===== src/rtl/reg_file_pkg.sv =====
// reg_file_pkg: shared defaults and the ZERO_REG index helper for reg_file.
//   DEFAULT_WIDTH - default register width in bits
//   DEFAULT_DEPTH - default register count
//   zero_reg()    - index of the hardwired-zero register for a given depth
package reg_file_pkg;
    localparam int DEFAULT_WIDTH = 64;
    localparam int DEFAULT_DEPTH = 32;

    function automatic int zero_reg(input int depth);
        return depth - 1;
    endfunction
endpackage


===== src/rtl/reg_file_en_reg.sv =====
// en_reg: WIDTH-bit storage register with load enable and async active-low clear.
//   clk     - clock, rising edge
//   reset_n - asynchronous active-low clear
//   en      - load enable
//   d       - data to load
//   q       - stored value
module en_reg #(
    parameter int WIDTH = 64
) (
    input  logic             clk,
    input  logic             reset_n,
    input  logic             en,
    input  logic [WIDTH-1:0] d,
    output logic [WIDTH-1:0] q
);
    logic [WIDTH-1:0] nxt;

    // Enable mux in front of a plain D flip-flop; no clock gating.
    always_comb nxt = en ? d : q;

    always_ff @(posedge clk or negedge reset_n) begin
        if (!reset_n) q <= '0;
        else          q <= nxt;
    end
endmodule


===== src/rtl/reg_file.sv =====
// reg_file: 1-write / 2-read register file whose top index (ZERO_REG) is hardwired to 0.
//   clk       - clock, rising edge
//   reset_n   - asynchronous active-low reset, clears every register
//   wr_en     - write enable
//   wr_addr   - write index
//   wr_data   - write data
//   rd_addr_a - read port A index
//   rd_data_a - read port A data, combinational
//   rd_addr_b - read port B index
//   rd_data_b - read port B data, combinational
// Optional feature: define REG_FILE_BYPASS_EN to forward wr_data to a read
// port addressing the register being written in the same cycle.
module reg_file
    import reg_file_pkg::*;
#(
    parameter int WIDTH = DEFAULT_WIDTH,
    parameter int DEPTH = DEFAULT_DEPTH,
    localparam int AW = $clog2(DEPTH)
) (
    input  logic             clk,
    input  logic             reset_n,
    input  logic             wr_en,
    input  logic [AW-1:0]    wr_addr,
    input  logic [WIDTH-1:0] wr_data,
    input  logic [AW-1:0]    rd_addr_a,
    output logic [WIDTH-1:0] rd_data_a,
    input  logic [AW-1:0]    rd_addr_b,
    output logic [WIDTH-1:0] rd_data_b
);
    localparam int ZERO = zero_reg(DEPTH);

    logic [DEPTH-1:0][WIDTH-1:0] regs;

    // Storage only for real registers; the zero register is a constant.
    for (genvar i = 0; i < ZERO; i++) begin : g_reg
        logic we;
        assign we = wr_en && (wr_addr == AW'(i));
        en_reg #(.WIDTH(WIDTH)) u_reg (
            .clk     (clk),
            .reset_n (reset_n),
            .en      (we),
            .d       (wr_data),
            .q       (regs[i])
        );
    end
    assign regs[ZERO] = '0;

`ifdef REG_FILE_BYPASS_EN
    localparam logic [AW-1:0] ZERO_A = AW'(ZERO);
    logic fwd_ok;
    // Forwarding must stay quiet during reset and for the zero register.
    assign fwd_ok    = wr_en && reset_n && (wr_addr != ZERO_A);
    assign rd_data_a = (fwd_ok && rd_addr_a == wr_addr) ? wr_data : regs[rd_addr_a];
    assign rd_data_b = (fwd_ok && rd_addr_b == wr_addr) ? wr_data : regs[rd_addr_b];
`else
    assign rd_data_a = regs[rd_addr_a];
    assign rd_data_b = regs[rd_addr_b];
`endif
endmodule


===== config.mk =====
export PLATFORM = sky130hd
export DESIGN_NAME = reg_file
export DESIGN_NICKNAME = d
export VERILOG_FILES = /design/src/rtl/reg_file_pkg.sv /design/src/rtl/reg_file_en_reg.sv /design/src/rtl/reg_file.sv
export SDC_FILE = /design/constraint.sdc
export NUM_CORES = 2
export LEC_CHECK = 0
export CAP_MARGIN = 20
export CELL_PAD_IN_SITES_DETAIL_PLACEMENT = 1
export CELL_PAD_IN_SITES_GLOBAL_PLACEMENT = 2
export CORE_ASPECT_RATIO = 0.7
export CORE_UTILIZATION = 46
export DETAILED_ROUTE_END_ITERATION = 12
export GPL_TIMING_DRIVEN = 0
export PLACE_DENSITY_LB_ADDON = 0.1
export SYNTH_ARGS = -nofsm -noshare
export SYNTH_HDL_FRONTEND = slang
export SYNTH_SLANG_ARGS = --single-unit

===== constraint.sdc =====
create_clock -name clk -period 2.2 [get_ports clk]
set_input_delay 0.22 -clock clk [delete_from_list [all_inputs] [get_ports clk]]
set_output_delay 0.22 -clock clk [all_outputs]
set_load 0.05 [all_outputs]

Word level (Yosys, flattened, before mapping)
Index checks and enable logic that the tools add are counted.
{"block": "word_totals", "register_bits": 1984, "in_bits": 82, "output_inout_bits": 128, "wordCells": 99}
{"block": "op_classes", "order_cmp": 2, "eq_ne": 30, "n_mux": 4, "n_reduce_logical": 32}
{"op": "binary-select mux 64 bit (select 5 bit)", "count": 2}
{"op": "two-way mux 64 bit", "count": 2}
{"op": "equality test 5 bit, second input constant", "count": 15}
{"op": "equality test 5 x 4 -> 1 bit, second input constant", "count": 8}
{"op": "logical AND 1 bit", "count": 31}
{"op": "equality test 5 x 3 -> 1 bit, second input constant", "count": 4}
{"op": "less-than comparator 5 x 6 -> 1 bit, second input constant", "count": 2}
{"op": "equality test 5 x 2 -> 1 bit, second input constant", "count": 2}
{"op": "equality test 5 x 1 -> 1 bit, second input constant", "count": 1}
{"op": "logical NOT 5 bit", "count": 1}

Longest topological paths before layout
{"block": "depth", "depth_word": 2, "depth_mapped": 8, "mapped_depth_nobuf": 4}

Hierarchy
A second synthesis with hierarchy kept.
{"block": "hier_totals", "hier_cells": 7287, "hier_area_um2": 115778.5}
{"mod": "en_reg", "n_inst": 31, "cells_each": 135, "area_each_um2": 2678.8, "seq_area_each_um2": 1601.5}
{"mod": "reg_file", "n_inst": 1, "cells_each": 3102, "area_each_um2": 32735.1, "seq_area_each_um2": 0.0}

Worst setup path after synthesis
OpenSTA, ideal clock, no wires.
{"block": "synth_timing", "kind": "input port to output port", "start": "in rd_addr_a[2]", "end": "out rd_data_a[10]", "arrival_time_ns": 2.516, "required_time_ns": 1.980, "path_slack_ns": -0.536, "stages": 6, "path_buffers": 3, "path_cell_list": "buf_2 -> buf_2 -> nor2_1 -> clkbuf_1 -> a22oi_1 -> a211oi_1"}
{"block": "synth_between", "elab_chain_cells": 2}
{"item": "start, declared", "line": "reg_file.sv:25", "text": "input logic [AW-1:0] rd_addr_a,"}
{"item": "binary-select mux 64 bit (select 5 bit)", "line": "reg_file.sv:56", "text": "assign rd_data_a = regs[rd_addr_a];"}
{"item": "two-way mux 64 bit (not written as such)", "line": "reg_file.sv:56"}
{"item": "end, declared", "line": "reg_file.sv:26", "text": "output logic [WIDTH-1:0] rd_data_a,"}
Every way passes these cells. The select of a mux whose other input is x is not followed.

Worst setup path in the final report
{"block": "layout_timing", "start": "in rd_addr_b[2]", "end": "out rd_data_b[58]"}
{"block": "layout_between", "elab_chain_cells": 2}
{"item": "start, declared", "line": "reg_file.sv:27", "text": "input logic [AW-1:0] rd_addr_b,"}
{"item": "binary-select mux 64 bit (select 5 bit)", "line": "reg_file.sv:57", "text": "assign rd_data_b = regs[rd_addr_b];"}
{"item": "two-way mux 64 bit (not written as such)", "line": "reg_file.sv:57"}
{"item": "end, declared", "line": "reg_file.sv:28", "text": "output logic [WIDTH-1:0] rd_data_b"}
Every way passes these cells. The select of a mux whose other input is x is not followed.

==> impl_metrics.py <==
metrics = {
    "critical_path": {
        "cpMaxStageDelayCell": "clkbuf_2",
        "path_cells": "buf_4, clkbuf_4, clkbuf_2, mux4_2, a22oi_2, nand4_1, buf_6",
        "path_class": "primary input to primary output",
        "startpoint_type": "primary input",
        "reg2reg_depth": 2,
        "critPathMaxStageDelay_ps": 510,
        "crit_arrival_ps": 2960,
        "cp.required_ps": 1980,
        "path_max_fanout": 12,
        "critPathTopFamily": "buffers and inverters",
        "crit_cells": 7,
        "crit_path_end_kind": "primary output",
        "crit_buf_inv": 4,
    },
    "final_layout": {
        "reg_top3": "g.u_reg.q (1984)",
        "top_register": "g.u_reg.q",
        "fillers": 21130,
        "drive_gt1_frac": 0.5141,
        "layout_common_cells": "dfrtp_1 (1984), mux2_2 (1820), mux4_2 (704), mux2i_1 (486), clkbuf_1 (271)",
        "final_core_utilization": 0.5573,
        "area_growth_pct": 19.67,
        "largest_reg_flops": 1984,
        "nNetsFinal": 8063,
        "layout_commonest_cell": "dfrtp_1",
    },
    "global_routing": {
        "gr-total-overflow": 0,
        "grt_max_degree": 169,
        "grtUsageTotal": 0.4090,
        "antenna_found_initial": 38,
        "grt_pass1_wl_um": 649600,
        "grt_pass1_vias": 79040,
    },
    "power": {
        "power_mw": 116.0,
        "peakVddDrop_uv": 713.1,
        "leakage_nw": 53.85,
        "p_per_area_nw_per_um2": 927.8,
    },
    "clocking": {
        "cts_hold_buffers": 7,
        "insertion_delay_ps": 900,
        "cts_root_buf": "clkbuf_16",
        "cts.sinks": 1984,
        "cts_tree": "built",
        "clk_pin_slew_ps": 50,
        "clockBufferDepth": 4,
        "cts_buffers": 212,
        "h-tree-depth": 4,
    },
    "die": {
        "boundaryPins": 210,
        "dieHeight_um": 400.8,
        "initial_core_util": 0.4657,
        "core_area_um2": 224400,
        "floorplan.die.width_um": 571.7,
        "rows": 145,
        "dieArea_um2": 229100,
    },
    "detailed_routing": {
        "drc": 0,
        "vias_per_cell": 6.942,
        "firstDrtPassIters": 6,
        "dr.first_iter.drc_count": 9497,
        "postRouteAntennaNets": 0,
        "wl_per_cell_um": 42.00,
        "wl_um": 470200,
        "vias": 77710,
    },
    "yosys": {
        "ys_warn_count": 0,
        "synthTopCellsByArea": "dfrtp_1 (48%), mux2_2 (20%), mux4_2 (15%)",
        "ys_ff_latch": 1984,
        "syn_area_per_cell_um2": 14.21,
        "syn-cell-area_um2": 104500,
        "ys_seq_area_frac": 0.4751,
        "synthDistinctLibCells": 41,
        "synth.largest_area_cell": "dfrtp_1",
        "synth_ff_type": "dfrtp_1",
        "netlist.area_leader.share": 0.4751,
        "syn_inst": 7352,
        "ys_async_sr_fraction": 1.000,
        "synthesis.nets": 7434,
        "synth_edf_count": 0,
    },
    "timing": {
        "setup_ws_ps": -981.4,
        "slew_viol_final": 0,
        "clock.fmax_mhz": 314.3,
        "fin_crit_ps": 3181,
        "period_share": 1.446,
        "tightestPinTransition_ps": 1228,
        "hold_violations": 166,
        "tns_ps": -81290,
        "max_slew_margin": 0.1812,
        "rsz0062_at_grt": "true",
        "fin_skew_ps": 0,
        "finalSetupViolations": 413,
        "worst_hold_slack_ps": -669.2,
    },
    "placed_design": {
        "place.port_buffers": 199,
        "routabilityCongestion": 0.9327,
        "hpwl_um": 326100,
    },
    "flow_run": {
        "max_cap_violations": 0,
    },
    "min_path": {
        "hold_class": "primary input to async pin",
    },
    "outcome": {
        "violations": "hold timing, setup timing",
        "outcome": "finished with violations",
    },
}
[layer usage]
| layer | global-route usage | share of wire |
|---|---|---|
| met1 | 0.5784 | 0.41 |
| met2 | 0.5407 | 0.41 |
| met3 | 0.1722 | 0.13 |
| met4 | 0.1834 | 0.050 |
| met5 | 0.007533 | 0.0011 |
[final timing paths]
check / start / end / slack (ps)
worst max-delay path: rd_addr_b[2] / rd_data_b[58] / -980
worst min-delay path: reset_n / g_reg[18].u_reg.q[13] / -670
worst max register to register: g_reg[14].u_reg.q[2] / g_reg[14].u_reg.q[2] / 1230
worst min register to register: g_reg[19].u_reg.q[10] / g_reg[19].u_reg.q[10] / 510
max in group asynchronous: reset_n / g_reg[11].u_reg.q[52] / 360
min in group clk: wr_data[38] / g_reg[28].u_reg.q[38] / 30
[repair_timing]
item / in CTS / in global routing
setup endpoints to repair: 1051 / 731
pin swaps: 261 / 153
cloned: 4 / 2
setup buffers: 94 / 34
gates resized for setup: 1702 / 203
hold endpoints to repair: 194 / 133
[worst register-to-register path, stage by stage (launching register included)]
cell	delay, ps
dfrtp_1	420
buf_4	160
mux2_2	260
[cell type report]
| type | instances | area [um2] | share of cell area |
|---|---|---|---|
| Antenna cell | 36 | 90.09 | 0.0007203 |
| Buffer | 801 | 4951 | 0.03959 |
| Clock buffer | 311 | 6294 | 0.05032 |
| Clock inverter | 68 | 900.9 | 0.007203 |
| Inverter | 126 | 473.0 | 0.003782 |
| Multi-Input combinational cell | 4435 | 53780 | 0.4300 |
| Sequential cell | 1984 | 49650 | 0.3970 |
| Tap cell | 3013 | 3770 | 0.03014 |
| Timing Repair Buffer | 421 | 5161 | 0.04127 |
[cell families after synthesis]
| kind of cell | count (synthesis) | synth area share |
|---|---|---|
| flip-flops | 1984 | 0.4751 |
| AND/OR/NAND/NOR | 405 | 0.01914 |
| buffers and inverters | 933 | 0.03913 |
| multiplexers | 3075 | 0.4011 |
| AO/OA/AOI/OAI | 955 | 0.06559 |
[per-stage QoR]
stage,worst slack (ps),area [um2],std cells,hold WS (ps)
6_report,-981.4,125100,11200,-669.2
3_3_place_gp,-92480,111100,10560,481.5
4_1_cts,-807.5,124100,11130,-642.7
2_1_floorplan,-96.40,105300,7352,-75.59
3_5_place_dp,-2625,112800,10650,267.3
5_1_grt,-824.3,125000,11180,-577.1
[cells in the mapped netlist (all sizes together) (125+ instances only)]
cell type	instances
o211ai	126
inv	126
buf	359
clkbuf	448
mux4	704
nand2	210
mux2i	512
dfrtp	1984
o22ai	130
mux2	1859
o21ai	125
o221ai	126
a22oi	314
[report_power, final]
group | switching [mW] | internal, mW
Sequential | 5.81 | 43.7
Combinational | 14.1 | 14.0
Clock | 16.2 | 22.2
Note: power is estimated with default switching activity, not from simulation.
